**src/rtl/cp0_pkg.sv**
```systemverilog
// cp0_pkg: register numbers, exception codes and bit positions shared by the CP0 block
package cp0_pkg;
  localparam logic [4:0] REG_COUNT   = 5'd9;
  localparam logic [4:0] REG_COMPARE = 5'd11;
  localparam logic [4:0] REG_STATUS  = 5'd12;
  localparam logic [4:0] REG_CAUSE   = 5'd13;
  localparam logic [4:0] REG_EPC     = 5'd14;
  localparam logic [31:0] EXC_NONE    = 32'h0;
  localparam logic [31:0] EXC_INT0    = 32'h1;
  localparam logic [31:0] EXC_INT7    = 32'h8;
  localparam logic [31:0] EXC_SYSCALL = 32'h9;
  localparam logic [31:0] EXC_RI      = 32'hA;
  localparam logic [31:0] EXC_TRAP    = 32'hB;
  localparam logic [31:0] EXC_OV      = 32'hC;
  localparam logic [31:0] EXC_ERET    = 32'hD;
  localparam logic [4:0] CODE_INT = 5'd0;
  localparam logic [4:0] CODE_SYS = 5'd8;
  localparam logic [4:0] CODE_RI  = 5'd10;
  localparam logic [4:0] CODE_OV  = 5'd12;
  localparam logic [4:0] CODE_TR  = 5'd13;
  localparam int EXL_BIT = 1;
  localparam int IE_BIT  = 0;
  localparam int BD_BIT  = 31;
  localparam int IP_HI   = 15;
  localparam int IP_LO   = 8;
  localparam int EXC_HI  = 6;
  localparam int EXC_LO  = 2;
  function automatic logic [4:0] exc_code(input logic [31:0] t);
    return t == EXC_SYSCALL ? CODE_SYS :
           t == EXC_RI      ? CODE_RI  :
           t == EXC_TRAP    ? CODE_TR  :
           t == EXC_OV      ? CODE_OV  : CODE_INT;
  endfunction
endpackage

```
**src/rtl/cp0_timer.sv**
```systemverilog
// cp0_timer: free-running Count, Compare and the sticky timer interrupt
module cp0_timer
  import cp0_pkg::*;
(
  input  logic        clk,
  input  logic        rst_n,
  input  logic        we_i,
  input  logic [4:0]  waddr_i,
  input  logic [31:0] wdata_i,
  output logic [31:0] count_o,
  output logic [31:0] compare_o,
  output logic        timer_int_o
);
  // count ticks or loads; a Compare write clears the request, otherwise it latches on a match
  always_ff @(posedge clk) begin
    if (!rst_n) begin
      count_o     <= '0;
      compare_o   <= '0;
      timer_int_o <= 1'b0;
    end else begin
      count_o <= we_i && waddr_i == REG_COUNT ? wdata_i : count_o + 32'd1;
      if (we_i && waddr_i == REG_COMPARE) begin
        compare_o   <= wdata_i;
        timer_int_o <= 1'b0;
      end else if (compare_o != '0 && count_o == compare_o) timer_int_o <= 1'b1;
    end
  end
endmodule

```
**src/rtl/cp0_regs.sv**
```systemverilog
// cp0_regs: Status/Cause/EPC with exception/eret update, mfc0/mtc0 and optional timer (CP0_TIMER_EN)
module cp0_regs
  import cp0_pkg::*;
#(
  parameter logic [31:0] EXC_VECTOR = 32'hBFC0_0380,
  parameter logic [31:0] STATUS_RST = 32'h1000_0000
) (
  input  logic        clk,
  input  logic        rst_n,
  input  logic        we_i,
  input  logic [4:0]  waddr_i,
  input  logic [31:0] wdata_i,
  input  logic [4:0]  raddr_i,
  input  logic [5:0]  int_i,
  input  logic [31:0] excepttype_i,
  input  logic [31:0] current_pc_i,
  input  logic        in_delayslot_i,
  output logic [31:0] rdata_o,
  output logic [31:0] status_o,
  output logic [31:0] cause_o,
  output logic [31:0] epc_o,
  output logic        timer_int_o,
  output logic        flush_o,
  output logic [31:0] new_pc_o
);
  logic [31:0] status, cause, epc, count, compare, new_pc, wval, rval, twval;
  logic        tint, exc, eret, flush;
  assign exc  = excepttype_i >= EXC_INT0 && excepttype_i <= EXC_OV;
  assign eret = excepttype_i == EXC_ERET;
`ifdef CP0_TIMER_EN
  cp0_timer u_timer (
    .clk(clk), .rst_n(rst_n), .we_i(we_i), .waddr_i(waddr_i), .wdata_i(wdata_i),
    .count_o(count), .compare_o(compare), .timer_int_o(tint)
  );
  assign twval = wdata_i;
`else
  assign count   = '0;
  assign compare = '0;
  assign tint    = 1'b0;
  assign twval   = '0;
`endif
  // exception/eret updates take priority over mtc0 to Status, Cause and EPC
  always_ff @(posedge clk) begin
    if (!rst_n) begin
      status <= STATUS_RST;
      cause  <= '0;
      epc    <= '0;
      flush  <= 1'b0;
      new_pc <= '0;
    end else begin
      flush  <= exc || eret;
      new_pc <= eret ? epc : EXC_VECTOR;
      cause[IP_HI:IP_LO+2] <= {int_i[5] | tint, int_i[4:0]};
      if (exc) begin
        if (!status[EXL_BIT]) begin
          epc           <= in_delayslot_i ? current_pc_i - 32'd4 : current_pc_i;
          cause[BD_BIT] <= in_delayslot_i;
        end
        status[EXL_BIT]       <= 1'b1;
        cause[EXC_HI:EXC_LO]  <= exc_code(excepttype_i);
      end else if (eret) status[EXL_BIT] <= 1'b0;
      else if (we_i) begin
        if (waddr_i == REG_STATUS) status <= wdata_i;
        if (waddr_i == REG_CAUSE) cause[IP_LO+1:IP_LO] <= wdata_i[IP_LO+1:IP_LO];
        if (waddr_i == REG_EPC) epc <= wdata_i;
      end
    end
  end
  // mfc0 mux with same-cycle bypass of the masked mtc0 value
  always_comb begin
    rval = raddr_i == REG_COUNT   ? count   :
           raddr_i == REG_COMPARE ? compare :
           raddr_i == REG_STATUS  ? status  :
           raddr_i == REG_CAUSE   ? cause   :
           raddr_i == REG_EPC     ? epc     : '0;
    wval = waddr_i == REG_COUNT || waddr_i == REG_COMPARE ? twval :
           waddr_i == REG_STATUS || waddr_i == REG_EPC    ? wdata_i :
           waddr_i == REG_CAUSE ? {cause[31:IP_LO+2], wdata_i[IP_LO+1:IP_LO], cause[IP_LO-1:0]} : '0;
    rdata_o = we_i && waddr_i == raddr_i ? wval : rval;
  end
  assign status_o    = status;
  assign cause_o     = cause;
  assign epc_o       = epc;
  assign timer_int_o = tint;
  assign flush_o     = flush;
  assign new_pc_o    = new_pc;
endmodule

```
**config.mk**
```make
export PLATFORM = sky130hd
export DESIGN_NAME = cp0_regs
export DESIGN_NICKNAME = d
export VERILOG_FILES = /design/src/rtl/cp0_pkg.sv /design/src/rtl/cp0_timer.sv /design/src/rtl/cp0_regs.sv
export SDC_FILE = /design/constraint.sdc
export NUM_CORES = 1
export LEC_CHECK = 0
export BUFFER_PORTS_ARGS = -buffer_cell sky130_fd_sc_hd__buf_2
export CORE_MARGIN = 4
export CORE_UTILIZATION = 35
export DETAILED_ROUTE_END_ITERATION = 10
export PLACE_DENSITY_LB_ADDON = 0.08
export SLEW_MARGIN = 20
export SYNTH_ARGS = -nofsm -noshare
export SYNTH_HDL_FRONTEND = slang
export SYNTH_SLANG_ARGS = --single-unit
```
**constraint.sdc**
```tcl
create_clock -name clk -period 2.2 [get_ports clk]
set_input_delay 0.11 -clock clk [delete_from_list [all_inputs] [get_ports clk]]
set_output_delay 0.11 -clock clk [all_outputs]
set_load 0.02 [all_outputs]
```
==> Yosys cells after proc, flatten, opt, wreduce, memory -nomap -nowiden <==
Cells that the tools add are included.
{ "word_totals": {"reg_bits": 111, "in_bits": 116, "out_inout_bits": 162, "elab_cells": 73} }
{ "op_classes": {"addsub": 1, "magnitude_cmp": 2, "eq_ne": 18, "muxes": 24, "bitwise": 3, "reduce_logical": 15} }
{ "op_table": {"columns": ["operator", "n"], "rows": [
  ["2-to-1 mux 32 bit", 16],
  ["== test 32 x 4 -> 1 bit, second input constant", 5],
  ["== test 5 x 4 -> 1 bit, second input constant", 10],
  ["greater-or-equal comparator 32 x 1 -> 1 bit, second input constant", 1],
  ["<= comparator 32 x 4 -> 1 bit, second input constant", 1],
  ["subtractor 32 x 3 -> 32 bit, second input constant", 1],
  ["2-to-1 mux 4 bit", 4],
  ["AND reduction 4 bit", 3],
  ["AND reduction 2 bit", 3],
  ["nonzero test 3 bit", 2],
  ["== test 5 bit", 1],
  ["2-to-1 mux 2 bit", 2],
  ["inequality test 2 bit, second input constant", 2],
  ["nonzero test 2 bit", 2],
  ["logical OR 1 bit", 3],
  ["NOT 1 bit", 3],
  ["logical AND 1 bit", 2],
  ["2-to-1 mux 1 bit", 2]
]} }

==> Longest topological paths before layout <==
Gate-level depths: netlist of run 1.
{ "depth": {"word_depth": 7, "ltp_mapped": 9} }

==> Worst setup path before layout of run 1 <==
Ideal clock, no wire load.
{ "synth_timing": {"path_kind": "input to output", "from": "in raddr_i[1]", "to": "out rdata_o[21]", "t_arrival_ns": 1.928, "t_required_ns": 2.090, "setup_slack_ns": 0.162, "path_stages": 5, "n_path_buf": 3, "path_cell_list": "clkbuf_1 buf_1 clkbuf_1 mux2i_1 o21ai_0"} }
{ "synth_between": {"elab_chain_len": 7, "word_cells_on_any_way": 13} }
{ "synth_lines": {"columns": ["element", "line_no", "source"], "rows": [
  ["start, declared", "cp0_regs.sv:13", "input logic [4:0] raddr_i,"],
  ["== test 5 x 4 -> 1 bit", "cp0_regs.sv:75", "raddr_i == REG_EPC ? epc : '0;"],
  ["2-to-1 mux 32 bit", "cp0_regs.sv:75", null],
  ["2-to-1 mux 32 bit", "cp0_regs.sv:74", "raddr_i == REG_CAUSE ? cause :"],
  ["2-to-1 mux 32 bit", "cp0_regs.sv:73", "raddr_i == REG_STATUS ? status :"],
  ["2-to-1 mux 32 bit", "cp0_regs.sv:72", "raddr_i == REG_COMPARE ? compare :"],
  ["2-to-1 mux 32 bit", "cp0_regs.sv:71", "rval = raddr_i == REG_COUNT ? count :"],
  ["2-to-1 mux 32 bit (*)", "cp0_regs.sv:79", "rdata_o = we_i && waddr_i == raddr_i ? wval : rval;"],
  ["end, declared", "cp0_regs.sv:18", "output logic [31:0] rdata_o,"]
]} }
Every way passes the cells marked *; elsewhere a longest branch is shown, timed or not.

==> Final worst setup path of run 1 <==
{ "layout_timing": {"from": "in excepttype_i[31]", "to": "reg epc[17] (netlist: epc_o[17])"} }
{ "layout_between": {"elab_chain_len": 4, "word_cells_on_any_way": 10} }
{ "layout_lines": {"columns": ["element", "line_no", "source"], "rows": [
  ["start, declared", "cp0_regs.sv:15", "input logic [31:0] excepttype_i,"],
  ["greater-or-equal comparator 32 x 1 -> 1 bit / <= comparator 32 x 4 -> 1 bit (equally long branches)", "cp0_regs.sv:28", "assign exc = excepttype_i >= EXC_INT0 && excepttype_i <= EXC_OV;"],
  ["logical AND 1 bit", "cp0_regs.sv:28", null],
  ["inequality test 2 bit (no source line) / nonzero test 2 bit (equally long branches)", null, null],
  ["AND reduction 4 bit (no source line)", null, null],
  ["end signal, assigned", "cp0_regs.sv:56", "epc <= in_delayslot_i ? current_pc_i - 32'd4 : current_pc_i;"],
  ["end signal, assigned", "cp0_regs.sv:65", "if (waddr_i == REG_EPC) epc <= wdata_i;"],
  ["end, declared", "cp0_regs.sv:26", "logic [31:0] status, cause, epc, count, compare, new_pc, wval, rval, twval;"]
]} }
Parallel ways exist; a longest one is shown, timed or not.
A chain may end at the register's enable or synchronous reset.

==> results by group, run 1 <==
Logic synthesis
  • Post-Syn Area: 5770 µm²
  • Register area share after synthesis: about two fifths
  • Distinct cells, synth: between 50 and 60
  • Synth warn: 0
  • Avg Inst Size Synth: between 8 and 9 µm²
  • Register bit total from synthesis: 110
  • Number of synthesized flops with an enable pin: 0
  • FFs w/ async S/R, synth: 0%
  • Ys flop type: dfxtp_1
  • Mapped Cells: 716

Cells and area
  • Nets@finish: 1106
  • Util after Layout: 49.3%
  • Area grow syn2layout: 36.9%
  • Antenna cells: 0
  • Share of cells above drive strength 1: 35.0%

Timing
  • Pins Over Slew Limit: 0
  • Hold Vio Cnt, Final: 0
  • Max_slew headroom: 44.0%
  • RSZ-0062 raised after global routing: false
  • Achievable Freq: 0.542 GHz
  • Slew @ Worst Pin: 0.838 ns
  • Period Utilization, post-route: between 80% and 90%
  • Min Hold Slack: 0.0176 ns
  • Setup TNS: 0 ns
  • Final Skew: between 0.006 and 0.007 ns
  • Shortest period the worst path allows: around 1.8 ns
  • Final setup fails: 0

Placed design
  • Port bufs: 257
  • Placer Congestion: 0.851
  • HPWL after detailed placement: 16.2 mm

GRT
  • First-pass GRT wire length: 32.4 mm
  • Grt total ovfl: 0
  • Vias in the first global route: roughly 5700
  • Initial antenna violation count: 1
  • Largest net degree at the start of global routing: 45
  • Global Route Usage Sum: 22.3%

Clock tree
  • CTS H-tree lvls: 3
  • CTS clk-pin slew, worst paths: 0.08 ns
  • Insertion delay to the later sink of the worst-skew pair: 0.35 ns
  • Clock root cell: clkbuf_16
  • Clock Path Buffers: 2
  • CTS tree: built
  • Num CTS Buffers: 9
  • CTS Sinks: 110

Power and ir drop
  • Sequential share of power: 48.5%
  • Combinational power share: 12.4%
  • Leak Pwr: roughly 3.5 nW
  • Internal power: 3.05 mW
  • Switching share of total power: 27.2%
  • Total power per unit cell area: between 500 and 600 nW/µm²
  • Clk network pwr share: 39.1%
  • Total net switching power: between 1 and 1.5 mW
  • Tot Pwr: approximately 4.2 mW
  • Maximum VDD drop: slightly above 0.0005 V

Setup path
  • CP startpoint kind: input port
  • Top delay family on crit path: simple AND/OR/NAND/NOR gates
  • Crit path max-delay cell type: or4_1
  • Critical path arrival: roughly 2.1 ns
  • R2R cell count: 5
  • Req. time, crit path: 2.49 ns
  • Crit-path cells: buf_2 > nor4_1 > nand4_1 > or4_1 > o22a_2 > buf_12 > a211o_1 > a21oi_1
  • Worst r2r src: status_o[1]
  • Critical Path End Type: register
  • Crit-path max FO: 24
  • Worst path depth: 8
  • Critical path class: input port to register
  • CP startpoint: excepttype_i[31]
  • Slowest cell delay on critical path: 0.61 ns
  • Buf/Inv on CP: 2

Routing
  • ANT nets after route: 0
  • Vias per cell: 4.97
  • DRC Markers: 0
  • Via count: 6011
  • DRT iter0 DRCs: 338
  • Pre-Repair DR Iteration Count: 5
  • WL/cell: 17.3 µm
  • Routed Wire Length: 21.0 mm

Floorplan
  • Core Region: 16000 µm²
  • Chip Height: 136 µm
  • Die Width: 136 µm
  • Row count: 46
  • Starting Density: a little over a third
  • Die ar.: around 19000 µm²
  • Top-level I/O count: 278

Flow run
  • Max-cap violations: 0

Worst hold path
  • Min-Delay Path Depth: 3
  • Hold Path Class: input port to register
  • Worst Hold Launch: wdata_i[7]

Status
  • Status: finished, final reports clean
==> metrics by stage <==
stage               setup WS (ns)  instance area (µm²)  instances
floorplan                   0.162                 5840        735
global placement          0.00656                 7470       1182
detailed placement        0.00963                 7470       1182
CTS                         0.109                 7890       1210
global route                0.138                 7890       1210
finish                      0.354                 7890       1210
==> cell usage in the layout, fill, tap and decap left out, types with 8 or more instances in the layout <==
| master | n |
|---|---|
| buf_2 | 257 |
| nand2_1 | 131 |
| dfxtp_1 | 110 |
| a21oi_1 | 57 |
| nor2_1 | 47 |
| mux2i_1 | 41 |
| buf_4 | 38 |
| o21ai_0 | 28 |
| and2_1 | 27 |
| xnor2_1 | 20 |
| conb_1 | 20 |
| nor4_1 | 19 |
| nand3_1 | 18 |
| o211ai_1 | 16 |
| mux2_2 | 14 |
| o22ai_1 | 14 |
| a22oi_1 | 13 |
| dlygate4sd3_1 | 12 |
| xor2_1 | 11 |
| nor3_1 | 10 |
| clkbuf_16 | 9 |
| a211o_1 | 8 |
==> logic make-up (layout without fill, tap and decap cells) <==
| kind of cell | count (synthesis) | after routing | synth area share (%) |
|---|---|---|---|
| compound gates | 149 | 149 | 15.6 |
| xor+xnor | 31 | 31 | 4.71 |
| fa+ha+maj | 1 | 1 | 0.217 |
| buf+inv | 76 | 335 | 6.60 |
| flops | 110 | 110 | 38.2 |
| mux | 55 | 55 | 9.85 |
| other cells | 1 | 20 | 0.0650 |
| simple gates | 293 | 293 | 24.7 |
==> power groups by stage <==
stage | Combinational [mW] | Sequential, mW | Clock (mW)
final | 0.518 | 2.03 | 1.64
after global routing | 0.565 | 2.04 | 1.76
after CTS | 0.516 | 2.03 | 1.70
after detailed placement | 0.498 | 2.08 | 0
after global placement | 0.498 | 2.08 | 0
after floorplan | 0.228 | 2.11 | 0
==> layer usage <==
layer  GRT usage (%)  part of all wire, %  vias to the layer above  routed length [µm]
met5               0                0.048                        -                  10
met1            30.7                   46                     2756                9580
met3            5.59                  7.4                       20                1550
met2            35.2                   46                      214                9590
met4            4.93                  1.2                        2                 249
li1                -                    -                     3019                   -
==> worst reg2reg max path, stage by stage, from the launching register on <==
cell     delay, ns
dfxtp_1       0.51
o22a_2        0.23
buf_12        0.17
buf_4         0.14
nand2_1       0.05
a21oi_1       0.12
==> cell type report <==
type | instances | area (µm²)
fill | 1646 | 8110
multi-input combinational | 549 | 3290
sequential | 110 | 2200
timing repair buffer | 313 | 1810
tap | 216 | 270
clock buffer | 10 | 239
clock inverter | 6 | 53.8
inverter | 6 | 22.5
==> final timing paths <==
path | end | slack [ns]
setup reg to reg | epc_o[2] | 0.92
hold / removal | status_o[7] | 0.02
hold reg to reg | status_o[7] | 0.47
setup / recovery | epc_o[17] | 0.35
==> registers in the layout, summed over array words and instances (netlist names) <==
signal and count:
epc_o 32, new_pc_o 32, status_o 32, cause_o 13
flush_o 1
==> cell usage after synthesis (14+ instances only) <==
cell	n	area (µm²)
nor2_1	49	184
dfxtp_1	110	2200
o21ai_0	28	140
nand2_1	131	492
xnor2_1	20	175
mux2i_1	41	410
a21oi_1	57	285
o22ai_1	15	93.8
nor4_1	20	125
and2_1	27	169
clkbuf_1	35	131
mux2_2	14	158
o211ai_1	16	120
buf_4	20	150
nand3_1	18	90.1
==> repair_timing <==
item,4_1_cts,5_1_grt
resized for setup,0,1
hold buffers,12,0
endpoints found under the hold margin,12,0
buffers inserted,0,0
endpoints found under the setup margin,0,6
(Power assumes the default switching activity.)
==> run 2, diff against run 1 <==
==> constraint.sdc (replaced) <==
create_clock -name clk -period 1.9 [get_ports clk]
set_input_delay 0.095 -clock clk [delete_from_list [all_inputs] [get_ports clk]]
set_output_delay 0.095 -clock clk [all_outputs]
set_load 0.02 [all_outputs]
==> results by group, run 2 (synthesized netlist as in run 1, its figures left out) <==
Setup path
  • R2R setup slack: around 0.57 ns
  • Critical path arrival: 2.03 ns
  • Critical Path End Type: register
  • R2R cell count: 4
  • Crit-path max FO: 10
  • Req. time, crit path: 2.18 ns
  • Critical path class: input port to register
  • CP startpoint kind: input port
  • Worst r2r src: status_o[1]
  • RR Endpoint: epc_o[15]

GRT
  • Grt total ovfl: 0
  • Largest net degree at the start of global routing: 32
  • First-pass GRT wire length: roughly 32 mm
  • Global Route Usage Sum: between 20% and 30%
  • Initial antenna violation count: 0
  • Vias in the first global route: slightly below 6000

Clock tree
  • Num CTS Buffers: 9
  • Insertion delay to the later sink of the worst-skew pair: approximately 0.35 ns
  • Clock root cell: clkbuf_16
  • CTS Sinks: 110
  • CTS tree: built
  • Post-CTS setup buffer count: 0
  • CTS H-tree lvls: 3
  • CTS clk-pin slew, worst paths: about 0.07 ns
  • Clock Path Buffers: 2

Status
  • Status: finished, final reports clean

Timing
  • Min Hold Slack: 0.0129 ns
  • Max_slew headroom: 41.6%
  • Period Utilization, post-route: 92.4%
  • Achievable Freq: ~0.57 GHz
  • Setup TNS: 0 ns
  • Shortest period the worst path allows: 1.76 ns
  • Final setup fails: 0
  • Final Skew: 0.00709 ns
  • Hold Vio Cnt, Final: 0
  • Pins Over Slew Limit: 0
  • Slew @ Worst Pin: 0.873 ns
  • RSZ-0062 raised after global routing: false

Routing
  • WL/cell: around 17 µm
  • Via count: 6109
  • DRC Markers: 0
  • Routed Wire Length: 20.5 mm
  • Pre-Repair DR Iteration Count: 6
  • DRT iter0 DRCs: 277
  • ANT nets after route: 0
  • Vias per cell: ~4.9

Floorplan
  • Row count: 46
  • Die ar.: around 19000 µm²
  • Chip Height: 136 µm
  • Top-level I/O count: 278
  • Die Width: 136 µm
  • Core Region: 16000 µm²
  • Starting Density: 36.0%

Worst hold path
  • Worst Hold Launch: wdata_i[24]
  • Worst Hold End: status_o[24]
  • Hold Path Class: input port to register
  • Min-Delay Path Depth: 3

Power and ir drop
  • Total power per unit cell area: 604 nW/µm²
  • Leak Pwr: approximately 3.6 nW
  • Maximum VDD drop: 0.000395 V

Placed design
  • Port bufs: 257
  • Placer Congestion: 0.874
  • HPWL after detailed placement: between 15 and 20 mm

Cells and area
  • Fill cell count: 1609
  • Nets@finish: roughly 1100
  • Area grow syn2layout: 42.2%
  • Antenna cells: 0
  • Multi-input gate area: 3340 µm²
  • Commonest non-fill, non-tap cells in the layout: 257 x buf_2, 131 x nand2_1, 110 x dfxtp_1
  • Share of cells above drive strength 1: 36.6%
  • Most common cell after layout, fill and taps aside: buf_2
  • Sequential cell area: 2200 µm²

Flow run
  • Max-cap violations: 0
run 2: cell types whose count changed in the layout (fill, tap and decap cells not counted), moves of 2 or more:
| cell | before | now |
|---|---|---|
| inv_6 | 2 | 0 |
| nor4_2 | 2 | 5 |
| o21ai_0 | 28 | 23 |
| nor4_1 | 19 | 15 |
| dlygate4sd3_1 | 12 | 16 |
| buf_12 | 6 | 9 |
| buf_4 | 38 | 57 |
| o21ai_1 | 1 | 6 |
run 2: critical path, stage by stage:
cell      delay, ns
buf_2          0.10
nor4_2         0.25
nand4_1        0.16
or4_1          0.63
o22ai_2        0.29
buf_4          0.25
o211ai_1       0.11
a21oi_1        0.15
run 2: area by class of cell:
class,instances,area share (%)
Inverter,6,0.275
Multi-Input combinational cell,549,40.7
Clock buffer,12,3.13
Timing Repair Buffer,339,25.1
Sequential cell,110,26.9
Clock inverter,4,0.672
Tap cell,216,3.30
run 2: worst max-delay path by stage:
stage,start,to,cells past startpoint
finish,excepttype_i[15],epc_o[5],8
global route,excepttype_i[1],status_o[25],7
CTS,excepttype_i[15],epc_o[15],10
detailed placement,excepttype_i[15],epc_o[15],10
global placement,excepttype_i[15],epc_o[15],10
floorplan,current_pc_i[2],epc_o[19],8
run 2: layer usage:
metal / routed length (µm) / vias up / track usage (%)
met1: 9190 / 2810 / 28.6
li1: - / 3061 / -
met4: 329 / 0 / 6.61
met5: 0 / - / 0
met3: 1390 / 23 / 4.59
met2: 9600 / 215 / 35.6
run 2: what timing repair did:
item,4_1_cts,5_1_grt
setup endpoints to repair,0,11
hold buffers,16,0
endpoints found under the hold margin,16,0
resized for setup,0,1
run 2: per-stage QoR:
| step | instances | setup slack, ns | utilization (%) | power [mW] | instance area [µm²] |
|---|---|---|---|---|---|
| floorplan | 735 | -0.0694 | - | 2.71 | 5900 |
| global placement | 1204 | -0.274 | 48.2 | 3.00 | 7720 |
| detailed placement | 1204 | -0.267 | 48.2 | 3.00 | 7720 |
| CTS | 1236 | 0.0977 | 51.2 | 5.00 | 8190 |
| global route | 1236 | 0.00864 | 51.2 | 5.15 | 8200 |
| finish | 1236 | 0.145 | 51.2 | 4.95 | 8200 |
run 2: power breakdown:
group	total (mW)	internal [mW]	switching (mW)
sequential	2.35	2.33	0.0182
clock	1.98	1.10	0.880
combinational	0.617	0.263	0.354
